$ cat config.mk
export PLATFORM = sky130hd
export DESIGN_NAME = z80_io_capture
export DESIGN_NICKNAME = d
export VERILOG_FILES = /design/src/rtl/z80_io_capture.sv
export SDC_FILE = /design/constraint.sdc
export NUM_CORES = 1
export LEC_CHECK = 0
export CAP_MARGIN = 30
export CORE_MARGIN = 5
export CORE_UTILIZATION = 65
export CTS_CLUSTER_DIAMETER = 120
export DETAILED_ROUTE_END_ITERATION = 8
export DONT_BUFFER_PORTS = 1
export PLACE_DENSITY = 0.81
export SYNTH_ARGS = -nofsm -noshare
export SYNTH_HDL_FRONTEND = slang
export SYNTH_SLANG_ARGS = --single-unit
$ cat constraint.sdc
create_clock -name clk -period 5.35 [get_ports clk]
set_input_delay 1.3375 -clock clk [delete_from_list [all_inputs] [get_ports clk]]
set_output_delay 1.3375 -clock clk [all_outputs]
set_load 0.01 [all_outputs]
$ cat src/rtl/z80_io_capture.sv
// Z80 I/O front-end: synchronises the asynchronous Z80 bus, filters the I/O strobes
// and emits one qualified read or write event per mailbox I/O cycle.
module z80_io_capture #(
  parameter int unsigned SYNC_STAGES = 2,
  parameter int unsigned FILTER_LEN  = 3,
  parameter logic [15:0] BASE_ADDR   = 16'd12345,
  parameter int unsigned NUM_SLOTS   = 8
) (
  input  logic        clk,
  input  logic        rst_n,
  input  logic [15:0] z80_a,
  input  logic [7:0]  z80_d_in,
  input  logic        z80_rd,
  input  logic        z80_wr,
  input  logic        z80_m1,
  input  logic        z80_iorq,
  input  logic        z80_mreq,
  output logic        io_wr_stb,
  output logic        io_rd_stb,
  output logic [2:0]  io_idx,
  output logic [7:0]  io_wdata,
  output logic        io_busy,
  output logic [7:0]  err_cnt
);

  typedef enum logic [2:0] {
    S_IDLE,
    S_QUAL,
    S_FIRE,
    S_HOLD,
    S_WAIT_IDLE
  } state_t;

  localparam logic [2:0] FLEN = 3'(FILTER_LEN);

  // Asynchronous assert, synchronous release.
  logic [1:0] r_rst_sync;
  logic       w_rst_n;

  always_ff @(posedge clk or negedge rst_n) begin
    if (!rst_n) r_rst_sync <= '0;
    else        r_rst_sync <= {r_rst_sync[0], 1'b1};
  end

  assign w_rst_n = r_rst_sync[1];

  // Control vector order: {rd, wr, m1, iorq, mreq}; idle level is all ones.
  logic [SYNC_STAGES-1:0][15:0] r_a_sync;
  logic [SYNC_STAGES-1:0][7:0]  r_d_sync;
  logic [SYNC_STAGES-1:0][4:0]  r_c_sync;
  logic [4:0]                   w_c_in;

  assign w_c_in = {z80_rd, z80_wr, z80_m1, z80_iorq, z80_mreq};

  always_ff @(posedge clk or negedge w_rst_n) begin
    if (!w_rst_n) begin
      r_a_sync <= '0;
      r_d_sync <= '0;
      r_c_sync <= '1;
    end else begin
      r_a_sync <= {r_a_sync[SYNC_STAGES-2:0], z80_a};
      r_d_sync <= {r_d_sync[SYNC_STAGES-2:0], z80_d_in};
      r_c_sync <= {r_c_sync[SYNC_STAGES-2:0], w_c_in};
    end
  end

  logic [15:0] w_a;
  logic [7:0]  w_d;
  logic        w_rd, w_wr, w_m1, w_iorq, w_mreq;
  logic        w_qio, w_is_wr, w_both;
  logic [15:0] w_off;
  logic        w_hit;

  assign w_a = r_a_sync[SYNC_STAGES-1];
  assign w_d = r_d_sync[SYNC_STAGES-1];
  assign {w_rd, w_wr, w_m1, w_iorq, w_mreq} = r_c_sync[SYNC_STAGES-1];

  assign w_qio   = !w_iorq && w_mreq && w_m1 && (w_rd ^ w_wr);
  assign w_is_wr = !w_wr;
  assign w_both  = !w_rd && !w_wr;

  // Modular subtraction makes addresses below the window wrap high and miss.
  assign w_off = w_a - BASE_ADDR;
  assign w_hit = !w_off[0] && (32'(w_off[15:1]) < NUM_SLOTS);

  state_t      r_state;
  logic [2:0]  r_cnt;
  logic [15:0] r_cand_a;
  logic        r_cand_wr;
  logic [2:0]  r_cand_idx;
  logic        r_wr_stb, r_rd_stb, r_busy;
  logic [2:0]  r_idx;
  logic [7:0]  r_wdata, r_err;
  logic        r_mis, r_both;
  logic        w_match, w_mis;

  assign w_match = (w_a == r_cand_a) && (w_is_wr == r_cand_wr);
  assign w_mis   = w_qio && !w_match;

  always_ff @(posedge clk or negedge w_rst_n) begin
    if (!w_rst_n) begin
      r_state    <= S_WAIT_IDLE;
      r_cnt      <= '0;
      r_cand_a   <= '0;
      r_cand_wr  <= 1'b0;
      r_cand_idx <= '0;
      r_wr_stb   <= 1'b0;
      r_rd_stb   <= 1'b0;
      r_busy     <= 1'b0;
      r_idx      <= '0;
      r_wdata    <= '0;
      r_err      <= '0;
      r_mis      <= 1'b0;
      r_both     <= 1'b0;
    end else begin
      r_wr_stb <= 1'b0;
      r_rd_stb <= 1'b0;
      case (r_state)
        S_WAIT_IDLE: begin
          if (w_qio) begin
            r_cnt <= '0;
          end else if (r_cnt + 3'd1 == FLEN) begin
            r_cnt   <= '0;
            r_state <= S_IDLE;
          end else begin
            r_cnt <= r_cnt + 3'd1;
          end
        end
        S_IDLE: begin
          if (w_qio && w_hit) begin
            r_cand_a   <= w_a;
            r_cand_wr  <= w_is_wr;
            r_cand_idx <= w_off[3:1];
            r_cnt      <= 3'd1;
            r_busy     <= 1'b1;
            r_state    <= (FLEN == 3'd1) ? S_FIRE : S_QUAL;
          end
        end
        S_QUAL: begin
          if (w_qio && w_hit && w_match) begin
            r_cnt <= r_cnt + 3'd1;
            if (r_cnt + 3'd1 == FLEN) r_state <= S_FIRE;
          end else begin
            r_busy  <= 1'b0;
            r_state <= S_IDLE;
          end
        end
        S_FIRE: begin
          if (r_cand_wr) begin
            r_wr_stb <= 1'b1;
            r_wdata  <= w_d;
          end else begin
            r_rd_stb <= 1'b1;
          end
          r_idx   <= r_cand_idx;
          r_cnt   <= '0;
          r_mis   <= 1'b0;
          r_both  <= 1'b0;
          r_state <= S_HOLD;
        end
        S_HOLD: begin
          // Errors count on entry into a bad condition, not per sample spent in it.
          r_mis  <= w_mis;
          r_both <= w_both;
          if (((w_mis && !r_mis) || (w_both && !r_both)) && (r_err != '1))
            r_err <= r_err + 8'd1;
          if (w_qio) begin
            r_cnt <= '0;
          end else if (r_cnt + 3'd1 == FLEN) begin
            r_cnt   <= '0;
            r_busy  <= 1'b0;
            r_state <= S_IDLE;
          end else begin
            r_cnt <= r_cnt + 3'd1;
          end
        end
        default: begin
          r_busy  <= 1'b0;
          r_state <= S_WAIT_IDLE;
        end
      endcase
    end
  end

  assign io_wr_stb = r_wr_stb;
  assign io_rd_stb = r_rd_stb;
  assign io_idx    = r_idx;
  assign io_wdata  = r_wdata;
  assign io_busy   = r_busy;
  assign err_cnt   = r_err;

endmodule
==> results.md <==
- Status: finished clean
- Core area: 0.006422 mm²
- Total clock sinks: 110
- P_leak: 2.186 nW
- Distinct cells, synth: 54
- First-pass GRT wire length: 12.65 mm
- Post-synth top flop: dfrtp_1
- Post-CTS Setup Bufs: 0
- Mapped Cells: 337
- Largest net degree at the start of global routing: 57
- Die ar.: 0.008403 mm²
- Syn Nets: 373
- FP Rows: 29
- Number of global-route vias before repair: 2590
- Antenna diodes: 0
- Die height: 91.67 µm
- I/O pin total: 53
- Root Buffer: clkbuf_8
- PwrDens: 305.6 mW/mm²
- Detailed placement HPWL: 5.249 mm
- Max IR drop VDD: 0.0002669 V
- Total length of routed wires: 7.320 mm
- Area of the mapped netlist: 0.004335 mm²
- Critical path arrival: 3160 ps
- Vias/cell: 5.976
- Hold_ws: 355.8 ps
- Layout cell share with drive strength beyond 1: 16.37%
- Clk_skew: 13.45 ps
- Layout Nets: 373
- First drt pass iteration count: 4
- Tmin final: 2906 ps
- Total GRT Usage: 19.21%
- Worst hold path type: reg2async
- H-tree Lvls: 3
- Slew headroom: 57.05%
- Count of final hold-check violations: 0
- Mapped Avg Cell Area: 12.86 µm²
- DR vias: 2504
- Startpoint Class: flop
- CTS hold repair buffers: 0
- Yosys reg bits: 110
- Grt total ovfl: 0
- Die Wd: 91.67 µm
- CTS tree: yes
- Clk Latency, worst-skew pair: 380 ps
- Antenna Nets Post-Route: 0
- Ys async rst share: 100.0%
- Clock Path Buffers: 2
- Avg WL per Cell: 17.47 µm
- Final Max Tran Viols: 0
- Initial antenna violation count: 0
- RSZ-0062 raised after global routing: false
- Worst-path fanout max: 21
- Initial drt markers: 128
- Port Buffers: 0
- Slew @ Worst Pin: 644.3 ps
- Seq/Total Area, Yosys: 63.81%
- Fillers: 408
- CP endpoint kind: flop
- Final critical-path share of the clock period: 54.32%
- Yosys warning count: 0
- P&R area growth vs syn: 6.061%
- Initial Util: 67.50%
- Resized cells post-CTS: 0
- Placed Area: 0.004388 mm²
- Crit Path Class: reg2reg
- # setup viols final: 0
- Setup TNS: 0 ps
- Max Cap Viol: 0
- Total CTS buffers: 9
- Highest Clock Rate: 344.1 MHz
- Worst EP required: 5610 ps
- EDFF count, synth: 0
- Routability cong.: 0.8453
- Final Instance Area: 0.004598 mm²
- Clk slew on worst S/H paths: 110 ps
- Drt drc: 0
-- cells in the final DEF, fill, tap and decap left out, drive strengths merged, types with 2 or more instances in the layout --
| cell | netlist | final |
|---|---|---|
| a311oi | 2 | 2 |
| nand3 | 8 | 8 |
| nand2b | 6 | 6 |
| dfstp | 11 | 11 |
| mux2i | 3 | 3 |
| xnor2 | 5 | 5 |
| nor2 | 11 | 11 |
| a2111oi | 2 | 2 |
| or2 | 2 | 2 |
| ha | 5 | 5 |
| a21oi | 11 | 11 |
| nand4 | 8 | 8 |
| a21o | 3 | 3 |
| nand3b | 2 | 2 |
| nor3 | 4 | 4 |
| nor4 | 7 | 7 |
| mux2 | 20 | 20 |
| nor2b | 4 | 4 |
| inv | 12 | 15 |
| a211oi | 3 | 3 |
| nand2 | 21 | 21 |
| or3 | 4 | 4 |
| nand4b | 2 | 2 |
| dfrtp | 99 | 99 |
| a31oi | 5 | 5 |
| and2 | 9 | 9 |
| and3 | 6 | 6 |
| o21ai | 8 | 8 |
| a22oi | 2 | 2 |
| clkinv | 0 | 4 |
| clkbuf | 9 | 9 |
| xor2 | 23 | 23 |
| o22ai | 2 | 2 |
| a21boi | 2 | 2 |
-- worst max-delay path, cell delays in order (launching register included) --
cell	delay (ps)
dfstp_2	550
inv_1	50
ha_1	270
and4b_1	450
nand2_1	110
nor4_2	250
o2111ai_2	200
or3_4	560
mux2_4	340
-- Yosys cell counts (3+ instances only) --
| cell | instances | area [µm²] |
|---|---|---|
| nor3_1 | 3 | 15.01 |
| nand2_1 | 21 | 78.83 |
| dfstp_2 | 11 | 289.0 |
| a21oi_1 | 11 | 55.05 |
| and3_1 | 5 | 31.28 |
| nand4_1 | 8 | 50.05 |
| mux2_2 | 13 | 146.4 |
| dfrtp_1 | 99 | 2477 |
| nor2_1 | 11 | 41.29 |
| mux2i_1 | 3 | 30.03 |
| o21ai_0 | 7 | 35.03 |
| mux2_4 | 7 | 105.1 |
| nor2b_1 | 4 | 25.02 |
| or3_1 | 3 | 18.77 |
| ha_1 | 5 | 62.56 |
| nand2b_1 | 6 | 37.54 |
| a211oi_1 | 3 | 22.52 |
| nor4_1 | 6 | 37.54 |
| and2_1 | 9 | 56.30 |
| xnor2_1 | 5 | 43.79 |
| a21o_1 | 3 | 22.52 |
| clkbuf_1 | 9 | 33.78 |
| xor2_1 | 23 | 201.4 |
| a31oi_1 | 5 | 31.28 |
| inv_1 | 12 | 45.04 |
| nand3_1 | 8 | 40.04 |
-- registers in the layout, summed over array words and instances, names as in the netlist, 2 cells and up --
register / flops
r_rst_sync: 2
w_d: 8
r_cand_a: 16
io_wdata: 8
r_state: 3
w_a: 16
r_c_sync: 10
io_idx: 3
r_a_sync: 16
r_cand_idx: 3
r_cnt: 3
err_cnt: 8
r_d_sync: 8
-- metrics by stage --
step	utilization (%)	setup WS (ps)	instances	power, mW
finish	71.60	2444	419	1.405
global route	71.60	2256	419	1.472
CTS	71.60	2435	419	1.423
detailed placement	68.32	2453	403	0.9307
global placement	68.32	2558	403	0.9280
floorplan	-	2078	337	0.9163
-- worst paths after layout --
check	start	to	slack, ps	cells after the start
hold / removal	r_rst_sync[1]	io_wdata[0]	360	0
hold reg to reg	r_rst_sync[1]	io_wdata[0]	360	0
min in group clk	r_a_sync[7]	w_a[7]	360	0
max in group asynchronous	r_rst_sync[1]	r_cand_a[5]	3900	1
setup reg to reg	r_c_sync[8]	r_cand_a[5]	2440	8
setup / recovery	r_c_sync[8]	r_cand_a[5]	2440	8
-- cell families after synthesis --
group | after synthesis | share of synthesized area, %
buf+inv | 24 | 2.309
simple gates | 97 | 12.53
fa+ha+maj | 5 | 1.443
flops | 110 | 63.81
other cells | 1 | 0.08650
mux | 23 | 6.494
xor+xnor | 28 | 5.656
compound gates | 49 | 7.677
-- per-layer routing --
metal	global-route usage, %	part of all wire, %
met1	25.10	43
met2	29.34	48
met3	6.137	7.3
met4	9.296	1.8
met5	0	0
-- where the power goes --
group          leakage (nW)  internal [mW]  switching [mW]  total (mW)
clock                 0.105          0.190           0.302       0.491
combinational         0.699         0.0118          0.0239      0.0357
sequential             1.38          0.857          0.0211       0.878
total                  2.19           1.06           0.347        1.41
-- cell type report --
type	instances	area, µm²	area share, %
clock buffers	9	123.9	2.694
inverters	12	45.04	0.9796
repair buffers	1	7.507	0.1633
multi-input cells	203	1469	31.95
flip-flops and latches	110	2770	60.24
well taps	77	96.34	2.095
clock inverters	7	86.33	1.878
(Power assumes the default switching activity.)
